--- src/rtl/piece_move_sequencer.sv ---
// piece_move_sequencer: per-frame move/gravity controller for the falling piece.
// Turns keyboard state and VGA frame timing into at most one key move plus one
// gravity step per frame, and sequences lock/spawn when gravity is blocked.
//
// Ports:
//   Clk           in   system clock
//   Reset         in   synchronous active-high reset
//   frame_clk     in   VGA vertical sync, asynchronous to Clk
//   keycode[7:0]  in   current key code, 0 = no key
//   can_move[4:0] in   legality: left, right, down, rot-left, rot-right
//   board_busy    in   board updating, can_move not valid
//   lock_done     in   pulse: board finished merging the piece
//   move_apply    out  one-hot pulse committing a move (bit order as can_move)
//   lock_req      out  pulse: lock the current piece
//   get_new_block out  pulse: spawn the next piece
module piece_move_sequencer #(
    parameter int          DROP_FRAMES      = 30,
    parameter int          SOFT_DROP_FRAMES = 3,
    parameter int          REPEAT_DELAY     = 12,
    parameter int          REPEAT_RATE      = 4,
    parameter logic [7:0]  KEY_LEFT         = 8'h04,
    parameter logic [7:0]  KEY_RIGHT        = 8'h07,
    parameter logic [7:0]  KEY_DOWN         = 8'h16,
    parameter logic [7:0]  KEY_ROT_L        = 8'h14,
    parameter logic [7:0]  KEY_ROT_R        = 8'h08
) (
    input  logic       Clk,
    input  logic       Reset,
    input  logic       frame_clk,
    input  logic [7:0] keycode,
    input  logic [4:0] can_move,
    input  logic       board_busy,
    input  logic       lock_done,
    output logic [4:0] move_apply,
    output logic       lock_req,
    output logic       get_new_block
);

    localparam int GW = $clog2(DROP_FRAMES + 1);
    localparam logic [GW-1:0] DROP_M1 = GW'(DROP_FRAMES - 1);
    localparam logic [GW-1:0] SOFT_M1 = GW'(SOFT_DROP_FRAMES - 1);
    localparam logic [7:0]    DLY     = 8'(REPEAT_DELAY);
    localparam logic [7:0]    RATE_M1 = 8'(REPEAT_RATE - 1);

    typedef enum logic [2:0] {
        S_IDLE,
        S_WAIT,
        S_KEY,
        S_GRAV,
        S_SETTLE,
        S_LOCK,
        S_SPAWN
    } state_t;

    state_t r_state;
    state_t w_next;

    logic [2:0]    r_sync;
    logic          r_tick;
    logic [7:0]    r_last_key;
    logic [7:0]    r_hold;
    logic [7:0]    r_rep;
    logic [GW-1:0] r_grav_cnt;
    logic          r_grav_pend;
    logic          r_key_pend;
    logic [2:0]    r_key_bit;
    logic [4:0]    r_move_apply;
    logic          r_lock_req;
    logic          r_get_new;

    logic [7:0]    w_key;
    logic [2:0]    w_bit;
    logic          w_act;
    logic          w_is_lr;
    logic          w_press;
    logic          w_held;
    logic [7:0]    w_hold_inc;
    logic          w_rep_hit;
    logic          w_fire;
    logic [GW-1:0] w_period_m1;
    logic          w_grav_due;
    logic          w_locked;
    logic [4:0]    w_move;
    logic          w_lock;
    logic          w_gnb;

    assign move_apply    = r_move_apply;
    assign lock_req      = r_lock_req;
    assign get_new_block = r_get_new;

    // Two-flop synchronizer ([0],[1]) plus a delayed copy ([2]) for edge detect.
    always_ff @(posedge Clk) begin
        if (Reset) begin
            r_sync <= 3'b000;
            r_tick <= 1'b0;
        end else begin
            r_sync <= {r_sync[1:0], frame_clk};
            r_tick <= r_sync[1] & ~r_sync[2];
        end
    end

    // Unknown codes collapse to 0 so they behave exactly like "no key".
    always_comb begin
        w_key   = keycode;
        w_bit   = 3'd0;
        w_act   = 1'b0;
        w_is_lr = 1'b0;
        case (keycode)
            KEY_LEFT: begin
                w_bit   = 3'd0;
                w_act   = 1'b1;
                w_is_lr = 1'b1;
            end
            KEY_RIGHT: begin
                w_bit   = 3'd1;
                w_act   = 1'b1;
                w_is_lr = 1'b1;
            end
            KEY_ROT_L: begin
                w_bit = 3'd3;
                w_act = 1'b1;
            end
            KEY_ROT_R: begin
                w_bit = 3'd4;
                w_act = 1'b1;
            end
            KEY_DOWN: begin
                w_bit = 3'd0;
            end
            default: w_key = 8'h00;
        endcase
    end

    assign w_press    = w_act & (w_key != r_last_key);
    assign w_held     = w_is_lr & (w_key == r_last_key);
    assign w_hold_inc = (r_hold == 8'hFF) ? 8'hFF : r_hold + 8'd1;
    // r_rep counts ticks since the last repeat once the delay has elapsed.
    assign w_rep_hit  = (w_hold_inc > DLY) & (r_rep == RATE_M1);
    assign w_fire     = w_press
                      | (w_held & ((w_hold_inc == DLY) | w_rep_hit));

    always_ff @(posedge Clk) begin
        if (Reset) begin
            r_last_key <= 8'h00;
            r_hold     <= 8'h00;
            r_rep      <= 8'h00;
        end else begin
            if (r_tick) begin
                r_last_key <= w_key;
                if (w_press) begin
                    r_hold <= 8'h00;
                    r_rep  <= 8'h00;
                end else if (w_held) begin
                    r_hold <= w_hold_inc;
                    if (w_hold_inc == DLY) begin
                        r_rep <= 8'h00;
                    end else if (w_hold_inc > DLY) begin
                        r_rep <= w_rep_hit ? 8'h00 : r_rep + 8'd1;
                    end
                end else begin
                    r_hold <= 8'h00;
                    r_rep  <= 8'h00;
                end
            end
            if (r_state == S_SPAWN) begin
                r_hold <= 8'h00;
                r_rep  <= 8'h00;
            end
        end
    end

    assign w_period_m1 = (keycode == KEY_DOWN) ? SOFT_M1 : DROP_M1;
    assign w_grav_due  = r_grav_cnt >= w_period_m1;
    assign w_locked    = (r_state == S_LOCK) | (r_state == S_SPAWN);

    // A new gravity period landing in the GRAV cycle wins over the clear.
    always_ff @(posedge Clk) begin
        if (Reset) begin
            r_grav_cnt  <= '0;
            r_grav_pend <= 1'b0;
        end else begin
            if (w_locked) begin
                r_grav_cnt <= '0;
            end else if (r_tick) begin
                r_grav_cnt <= w_grav_due ? '0 : r_grav_cnt + 1'b1;
            end
            if (r_state == S_GRAV) begin
                r_grav_pend <= 1'b0;
            end
            if (r_tick && !w_locked && w_grav_due) begin
                r_grav_pend <= 1'b1;
            end
        end
    end

    always_ff @(posedge Clk) begin
        if (Reset) begin
            r_key_pend <= 1'b0;
            r_key_bit  <= 3'd0;
        end else if (r_state == S_IDLE && r_tick) begin
            r_key_pend <= w_fire;
            r_key_bit  <= w_bit;
        end else if (r_state == S_KEY || r_state == S_SPAWN) begin
            r_key_pend <= 1'b0;
        end
    end

    always_ff @(posedge Clk) begin
        if (Reset) begin
            r_state <= S_IDLE;
        end else begin
            r_state <= w_next;
        end
    end

    always_comb begin
        w_next = r_state;
        w_move = 5'b00000;
        w_lock = 1'b0;
        w_gnb  = 1'b0;
        unique case (r_state)
            S_IDLE: begin
                if (r_tick) w_next = S_WAIT;
            end
            S_WAIT: begin
                if (!board_busy) begin
                    if (r_key_pend)       w_next = S_KEY;
                    else if (r_grav_pend) w_next = S_GRAV;
                    else                  w_next = S_IDLE;
                end
            end
            S_KEY: begin
                if (can_move[r_key_bit]) w_move[r_key_bit] = 1'b1;
                w_next = S_SETTLE;
            end
            S_GRAV: begin
                if (can_move[2]) begin
                    w_move[2] = 1'b1;
                    w_next    = S_SETTLE;
                end else begin
                    w_lock = 1'b1;
                    w_next = S_LOCK;
                end
            end
            S_SETTLE: w_next = S_WAIT;
            // The spawn pulse is registered here so it appears during SPAWN.
            S_LOCK: begin
                if (lock_done) begin
                    w_gnb  = 1'b1;
                    w_next = S_SPAWN;
                end
            end
            S_SPAWN: w_next = S_IDLE;
            default: w_next = S_IDLE;
        endcase
    end

    always_ff @(posedge Clk) begin
        if (Reset) begin
            r_move_apply <= 5'b00000;
            r_lock_req   <= 1'b0;
            r_get_new    <= 1'b0;
        end else begin
            r_move_apply <= w_move;
            r_lock_req   <= w_lock;
            r_get_new    <= w_gnb;
        end
    end

endmodule

--- config.mk ---
export PLATFORM = sky130hd
export DESIGN_NAME = piece_move_sequencer
export DESIGN_NICKNAME = d
export VERILOG_FILES = /design/src/rtl/piece_move_sequencer.sv
export SDC_FILE = /design/constraint.sdc
export NUM_CORES = 1
export LEC_CHECK = 0
export ABC_CLOCK_PERIOD_IN_PS = 6150
export CAP_MARGIN = 20
export CORE_UTILIZATION = 50
export CTS_CLUSTER_DIAMETER = 120
export DETAILED_ROUTE_END_ITERATION = 8
export PLACE_DENSITY = 0.68
export SLEW_MARGIN = 10
export SYNTH_ARGS = -nofsm -noshare
export SYNTH_HDL_FRONTEND = slang
export SYNTH_SLANG_ARGS = --single-unit
--- constraint.sdc ---
create_clock -name Clk -period 6.15 [get_ports Clk]
set_input_delay 1.5375 -clock Clk [delete_from_list [all_inputs] [get_ports Clk]]
set_output_delay 1.5375 -clock Clk [all_outputs]
set_load 0.05 [all_outputs]
==> Implementation_results.wiki, run 1 <==
{| class="wikitable"
! Metric !! Value
|-
| Main area contributors after synthesis || dfxtp_1 (36%), a21oi_1 (5.3%), nand2_1 (4.5%)
|-
| Ordered list of cells on the worst path || clkdlybuf4s50_1 > or4b_4 > o221ai_2 > o211a_1 > o2111a_2 > nand4_2 > or3_1 > a21oi_1
|-
| Clock transition at the register clock pins on the worst setup and hold paths after CTS || 90 ps
|-
| Most repeated cell in the gate-level netlist after synthesis || dfxtp_1
|-
| Clock Root Buffer || clkbuf_8
|-
| Global-route wire length before repair || 9328 um
|-
| Overflow left after global routing || 0
|-
| Detailed placer's ending HPWL || 3982 um
|-
| End of the worst hold path || r_tick
|-
| Class of the tightest hold or removal check || reg -> reg
|-
| H-tree levels || 2
|-
| Clock insertion delay at the later pin of the skew report || 300 ps
|-
| TritonCTS Sinks || 48
|-
| Die outline width || 74.87 um
|-
| Static leakage || 1.076 nW
|-
| Number of slew-limit violations in the final report || 0
|-
| Routed vias/inst || 5.720
|-
| Timing-limited maximum frequency || 250.7 MHz
|-
| Top post-synthesis cells by count || dfxtp_1 (48), nand2_1 (32), a21oi_1 (28), nor2_1 (28), nand3_1 (17)
|-
| Clock tree from TritonCTS || built
|-
| Clock period minus final worst setup slack || 3988 ps
|-
| Data arrival time of the critical path || 4220 ps
|-
| PD cells || 194.0 mW/mm^2
|-
| Overall via count from detail_route || 2,345
|-
| Effective utilization at floorplan || 51.98%
|-
| Launch instance of the worst min-delay path || r_sync[2]
|-
| Async set-reset flop share out of synthesis || 0%
|-
| Fraction of layout instances using a drive strength above 1 || 7.353%
|-
| Placer's final routability congestion estimate || 0.8439
|-
| Syn Inst Count || 321
|-
| Max-cap violation count || 0
|-
| Die Span Y || 74.87 um
|-
| Clock skew || 6.405 ps
|-
| Highest ir drop seen on vdd || 0.0001242 V
|-
| Antenna Violating Nets Remaining || 0
|-
| Worst hold slack after final layout || 389.3 ps
|-
| Initial antenna violation count || 0
|-
| Switching power as a share of total power || 22.41%
|-
| Cell depth of the worst hold path || 1
|-
| Critical path fanouts, max || 11
|-
| Number of endpoints with negative hold slack in the final report || 0
|-
| Vias in the first global route || 2,058
|-
| Part of the power in combinational logic || 8.0%
|-
| Category of the worst setup path capture point || flip-flop
|-
| Count of input and output buffers || 24
|-
| Top flip-flop cell by instance count after synthesis || dfxtp_1
|-
| Number of enable flip-flop cells after synthesis || 0
|-
| Count of yosys warnings during synthesis || 0
|-
| Critical register-to-register path endpoint || r_rep[1]
|-
| Total Wirelength || 5597 um
|-
| Area leader, netlist || dfxtp_1
|-
| Number of setup buffers added after CTS || 0
|-
| R2R setup slack || 3330 ps
|-
| Hold buffer count at cts || 0
|-
| Endpoints failing setup || 0
|-
| Mapped Nets || 347
|-
| Overall Global Routing Usage || 21.54%
|-
| Rel. slew slack || 45.20%
|-
| Post-detailed-placement cell area || 0.002932 mm^2
|-
| Class of the most critical setup path || in -> reg
|-
| Net load switching power || 0.1321 mW
|-
| Routed wirelength normalized by instance count || 13.65 um
|-
| Worst Setup Start Kind || input port
|-
| Placement row count || 26
|-
| Required time at the worst-slack endpoint || 6380 ps
|-
| Post-synth design cell area || 0.002655 mm^2
|-
| Largest net degree at the start of global routing || 27
|-
| Post-synthesis sequential element count || 48
|-
| Period Utilization, post-route || 64.85%
|-
| Area fraction of the dominant cell type after synthesis || 36.19%
|-
| Clock Power Share || 37.9%
|-
| Post-route core utilization || 59.51%
|-
| Cell variety after synth || 66
|-
| Ant diodes || 0
|-
| Status || complete, no violations
|-
| Internal Dissipation || 0.4575 mW
|-
| Top-level port count || 25
|-
| Least-Margin Pin Slew || 819.4 ps
|-
| Reg2Reg Depth || 8
|-
| Share of the yosys chip area belonging to registers || 36.19%
|-
| Post-route design area || 0.003039 mm^2
|-
| Setup repair after global routing missed its margin || no
|-
| Longest individual stage delay on the worst path || 630 ps
|-
| Slowest-stage cell, CP || or4b_4
|-
| Resize count post-CTS || 0
|-
| Area added between synthesis and finish || 14.47%
|-
| Die Footprint || 0.005606 mm^2
|-
| DRC violation count after routing || 0
|-
| Iter 0 DRT Violations || 103
|-
| Area of the core region || 0.005107 mm^2
|-
| Count of nets after finishing || 365
|-
| Buffer levels on the longest clock path || 2
|-
| Startpoint of the worst-slack reg-to-reg timing path || r_hold[0]
|-
| TritonRoute pass-1 iters || 4
|-
| Inserted Clock Buffers || 5
|-
| Mapped Avg Cell Area || 8.271 um^2
|-
| Part of the power in registers || 54.1%
|-
| Summed negative setup slack over all endpoints || 0 ps
|}
placed cells by master (no fill, tap or decap), types with 2 or more instances in the layout:
cell / n
a21o_1: 6
a21oi_1: 28
a2bb2oi_1: 5
a31oi_1: 4
and2_1: 4
and3_1: 3
buf_4: 2
clkbuf_8: 5
clkdlybuf4s50_1: 24
dfxtp_1: 48
ha_1: 8
inv_1: 8
mux2i_1: 3
nand2_1: 32
nand2b_1: 7
nand3_1: 17
nand4_1: 5
nor2_1: 28
nor2b_1: 11
nor3_1: 11
nor3b_1: 4
nor4_1: 2
o211ai_1: 4
o21a_1: 2
o21ai_0: 5
o21ai_1: 3
o21bai_1: 2
o22a_1: 3
o32ai_1: 2
or2_2: 2
or3_1: 7
or4_1: 4
xnor2_1: 4
xor2_1: 3
how the worst max path moves through the flow:
| stage | start | to | slack [ps] |
|---|---|---|---|
| 2_1_floorplan | keycode[5] | r_grav_pend | 2730 |
| 3_3_place_gp | keycode[4] | r_rep[7] | 1910 |
| 3_5_place_dp | keycode[1] | r_rep[7] | 1860 |
| 4_1_cts | keycode[1] | r_rep[7] | 2160 |
| 5_1_grt | keycode[1] | r_rep[7] | 1920 |
| 6_report | keycode[1] | r_rep[7] | 2160 |
cell families (layout without fill, tap and decap cells):
family,after synthesis,after routing,synth area share [%]
adder cells (fa/ha/maj),8,8,3.770
flip-flops,48,48,36.19
buffers and inverters,24,43,3.770
AND/OR/NAND/NOR,148,148,29.88
multiplexers,3,3,1.131
AO/OA/AOI/OAI,83,83,22.95
XOR/XNOR,7,7,2.309
per-stage QoR:
| step | setup slack [ps] | cells | total power, mW |
|---|---|---|---|
| 2_1_floorplan | 2729 | 321 | 0.3537 |
| 4_1_cts | 2164 | 410 | 0.5958 |
| 6_report | 2162 | 410 | 0.5897 |
| 5_1_grt | 1920 | 410 | 0.6126 |
| 3_3_place_gp | 1909 | 402 | 0.3729 |
| 3_5_place_dp | 1859 | 402 | 0.3734 |
power by group through the flow:
stage / combinational [mW] / clock, mW / sequential, mW
floorplan: 0.0310 / 0 / 0.323
CTS: 0.0475 / 0.229 / 0.319
finish: 0.0473 / 0.224 / 0.319
detailed placement: 0.0473 / 0 / 0.326
global route: 0.0516 / 0.241 / 0.320
global placement: 0.0470 / 0 / 0.326
layer usage:
| layer | track usage (%) | vias to the layer above | share of wire (%) |
|---|---|---|---|
| met5 | 0 | - | 0 |
| met4 | 5.870 | 0 | 1.1 |
| met3 | 4.418 | 6 | 4.1 |
| met2 | 37.44 | 41 | 48 |
| met1 | 27.09 | 1095 | 46 |
| li1 | - | 1203 | - |
cell type report:
| type | instances | area, um^2 |
|---|---|---|
| Tap cell | 70 | 87.58 |
| Sequential cell | 48 | 960.9 |
| Clock inverter | 2 | 35.03 |
| Fill cell | 498 | 2068 |
| Timing Repair Buffer | 26 | 255.2 |
| Clock buffer | 6 | 72.57 |
| Inverter | 9 | 33.78 |
| Multi-Input combinational cell | 249 | 1594 |
registers in the layout, summed over array words and instances (netlist names):
signal         count
r_grav_cnt         5
r_grav_pend        1
r_hold             8
r_tick             1
move_apply         5
r_rep              8
r_sync             3
r_last_key         8
r_key_bit          3
r_key_pend         1
get_new_block      1
lock_req           1
r_state            3
worst max-delay path, delay by kind of cell:
kind,cells,cell delay [ps]
compound gates,4,910
buf+inv,1,590
simple gates,3,1190
Note: power is estimated with default switching activity, not from simulation.
==> inputs of run 2 (changes only) <==
--- a/config.mk
+++ b/config.mk
@@ -5,12 +5,12 @@
 export SDC_FILE = /design/constraint.sdc
 export NUM_CORES = 1
 export LEC_CHECK = 0
-export ABC_CLOCK_PERIOD_IN_PS = 6150
+export ABC_CLOCK_PERIOD_IN_PS = 3400
 export CAP_MARGIN = 20
 export CORE_UTILIZATION = 50
 export CTS_CLUSTER_DIAMETER = 120
 export DETAILED_ROUTE_END_ITERATION = 8
-export PLACE_DENSITY = 0.68
+export PLACE_DENSITY = 0.71
 export SLEW_MARGIN = 10
 export SYNTH_ARGS = -nofsm -noshare
 export SYNTH_HDL_FRONTEND = slang
==> constraint.sdc (replaced) <==
create_clock -name Clk -period 3.4 [get_ports Clk]
set_input_delay 0.85 -clock Clk [delete_from_list [all_inputs] [get_ports Clk]]
set_output_delay 0.85 -clock Clk [all_outputs]
set_load 0.05 [all_outputs]
==> Implementation_results.wiki, run 2 (synthesis results as in run 1) <==
{| class="wikitable"
! Metric !! Value
|-
| Worst Setup Start Kind || input port (unchanged)
|-
| Top-level port count || 25 (unchanged)
|-
| Max-cap violation count || 0 (unchanged)
|-
| Required time at the worst-slack endpoint || 3630 ps (was 6380 ps)
|-
| Crit path buf inv count || 1 (unchanged)
|-
| Count of input and output buffers || 24 (unchanged)
|-
| Overall power of the completed layout || 0.9863 mW (was 0.5897 mW)
|-
| Top cell family by delay on the critical path || compound AO/OA/AOI/OAI gates (was simple AND/OR/NAND/NOR gates)
|-
| Iter 0 DRT Violations || 118 (was 103)
|-
| TritonCTS Sinks || 48 (unchanged)
|-
| Number of slew-limit violations in the final report || 0 (unchanged)
|-
| TritonRoute pass-1 iters || 4 (unchanged)
|-
| Effective utilization at floorplan || 51.98% (unchanged)
|-
| Clock Root Buffer || clkbuf_8 (unchanged)
|-
| Clock skew || 2.226 ps (was 6.405 ps)
|-
| Vias in the first global route || 2,147 (was 2,058)
|-
| Ordered list of cells on the worst path || clkdlybuf4s50_1 > and4bb_2 > nand3_1 > ha_1 > nand2b_1 > a21o_1 > a21o_1 > a21o_1 > a21oi_1 > o21ai_0 > nor2_1 (was clkdlybuf4s50_1 > or4b_4 > o221ai_2 > o211a_1 > o2111a_2 > nand4_2 > or3_1 > a21oi_1)
|-
| Most common cell after layout, fill and taps aside || dfxtp_1 (unchanged)
|-
| Least-Margin Pin Slew || 544.5 ps (was 819.4 ps)
|-
| Routed vias/inst || 5.742 (was 5.720)
|-
| Placer's final routability congestion estimate || 0.8093 (was 0.8439)
|-
| Clock period minus final worst setup slack || 3184 ps
|-
| Die Span Y || 74.87 um (unchanged)
|-
| Status || complete, no violations (unchanged)
|-
| DRC violation count after routing || 0 (unchanged)
|-
| Largest net degree at the start of global routing || 27 (unchanged)
|-
| Area of the core region || 0.005107 mm^2 (unchanged)
|-
| Worst Slack Setup Final || 216.1 ps (was 2162 ps)
|-
| Clock transition at the register clock pins on the worst setup and hold paths after CTS || 80 ps (was 90 ps)
|-
| Data arrival time of the critical path || 3410 ps (was 4220 ps)
|-
| Number of setup buffers added after CTS || 0 (unchanged)
|-
| Largest registers || r_hold: 8 flops, r_last_key: 8 flops, r_rep: 8 flops (unchanged)
|-
| Rel. slew slack || 63.47% (was 45.20%)
|-
| Static leakage || 1.109 nW (was 1.076 nW)
|-
| Fill cell total of the finished layout || 485 (was 498)
|-
| Placement row count || 26 (unchanged)
|-
| Setup repair after global routing missed its margin || no (unchanged)
|-
| Class of the most critical setup path || in -> reg (unchanged)
|-
| Slowest-stage cell, CP || clkdlybuf4s50_1 (was or4b_4)
|-
| Global-route wire length before repair || 9673 um (was 9328 um)
|-
| Fraction of layout instances using a drive strength above 1 || 9.742% (was 7.353%)
|-
| Critical path fanouts, max || 7 (was 11)
|-
| Timing-limited maximum frequency || 314.1 MHz
|-
| Period Utilization, post-route || 93.65%
|-
| Endpoints failing setup || 0 (unchanged)
|-
| Post-route design area || 0.003084 mm^2 (was 0.003039 mm^2)
|-
| Initial antenna violation count || 0 (unchanged)
|-
| Count of nets after finishing || 375 (was 365)
|-
| Area added between synthesis and finish || 16.16% (was 14.47%)
|-
| Die outline width || 74.87 um (unchanged)
|-
| Inserted Clock Buffers || 5 (unchanged)
|-
| Class of the tightest hold or removal check || reg -> reg (unchanged)
|-
| Buffer levels on the longest clock path || 2 (unchanged)
|-
| Longest individual stage delay on the worst path || 580 ps (was 630 ps)
|-
| Top library cells by usage in the layout, fill and taps aside || dfxtp_1 (48), nand2_1 (32), a21oi_1 (28), nor2_1 (28), clkdlybuf4s50_1 (24) (unchanged)
|-
| Detailed placer's ending HPWL || 4046 um (was 3982 um)
|-
| Die Footprint || 0.005606 mm^2 (unchanged)
|-
| Overflow left after global routing || 0 (unchanged)
|-
| Post-route core utilization || 60.39% (was 59.51%)
|-
| Ant diodes || 0 (unchanged)
|-
| Overall via count from detail_route || 2,406 (was 2,345)
|-
| Antenna Violating Nets Remaining || 0 (unchanged)
|-
| Number of endpoints with negative hold slack in the final report || 0 (unchanged)
|-
| Post-detailed-placement cell area || 0.003007 mm^2 (was 0.002932 mm^2)
|-
| Highest ir drop seen on vdd || 0.0002849 V (was 0.0001242 V)
|-
| Critical path's most frequent cell || a21o_1
|-
| PD cells || 319.8 mW/mm^2 (was 194.0 mW/mm^2)
|-
| Resize count post-CTS || 0 (unchanged)
|-
| Category of the worst setup path capture point || flip-flop (unchanged)
|-
| Total Wirelength || 5703 um (was 5597 um)
|-
| Routed wirelength normalized by instance count || 13.61 um (was 13.65 um)
|-
| Overall Global Routing Usage || 22.32% (was 21.54%)
|-
| Clock insertion delay at the later pin of the skew report || 290 ps (was 300 ps)
|-
| H-tree levels || 2 (unchanged)
|-
| Hold buffer count at cts || 0 (unchanged)
|-
| Clock tree from TritonCTS || built (unchanged)
|-
| Setup slack after placement || -90.50 ps (was 1859 ps)
|}
==> run 2: path summary, 6_finish.rpt <==
path / start / to / slack [ps] / depth (start not counted)
min reg2reg: r_sync[2] / r_tick / 380 / 1
max: keycode[2] / r_grav_cnt[3] / 220 / 11
max reg2reg: r_hold[0] / r_rep[4] / 670 / 8
min: r_sync[2] / r_tick / 380 / 1
==> run 2: through the flow <==
stage / TNS, ps / hold WS [ps] / std cells
global route: 0 / 403.1 / 419
detailed placement: -402.4 / 373.4 / 412
finish: 0 / 384.5 / 419
CTS: 0 / 386.4 / 419
floorplan: 0 / 367.4 / 321
global placement: 0 / 371.6 / 412
==> run 2: report_power, final <==
part	switching, mW	internal (mW)	total (mW)
registers	0.00971	0.567	0.577
logic	0.0450	0.0471	0.0921
clock network	0.178	0.140	0.318
==> run 2: area by class of cell <==
type	count	area, um^2	share of cell area [%]
multi-input combinational	249	1594	51.68
sequential	48	960.9	31.16
timing repair buffer	36	330.3	10.71
tap	70	87.58	2.840
clock buffer	6	72.57	2.353
inverter	9	33.78	1.095
clock inverter	1	5.005	0.1623
==> run 2: per-layer routing <==
metal | part of all wire, % | wire length [um] | GRT usage, %
met3 | 4.3 | 244 | 3.882
met4 | 0.96 | 55 | 6.080
met5 | 0 | 0 | 0
met1 | 50 | 2872 | 31.15
met2 | 44 | 2530 | 35.64
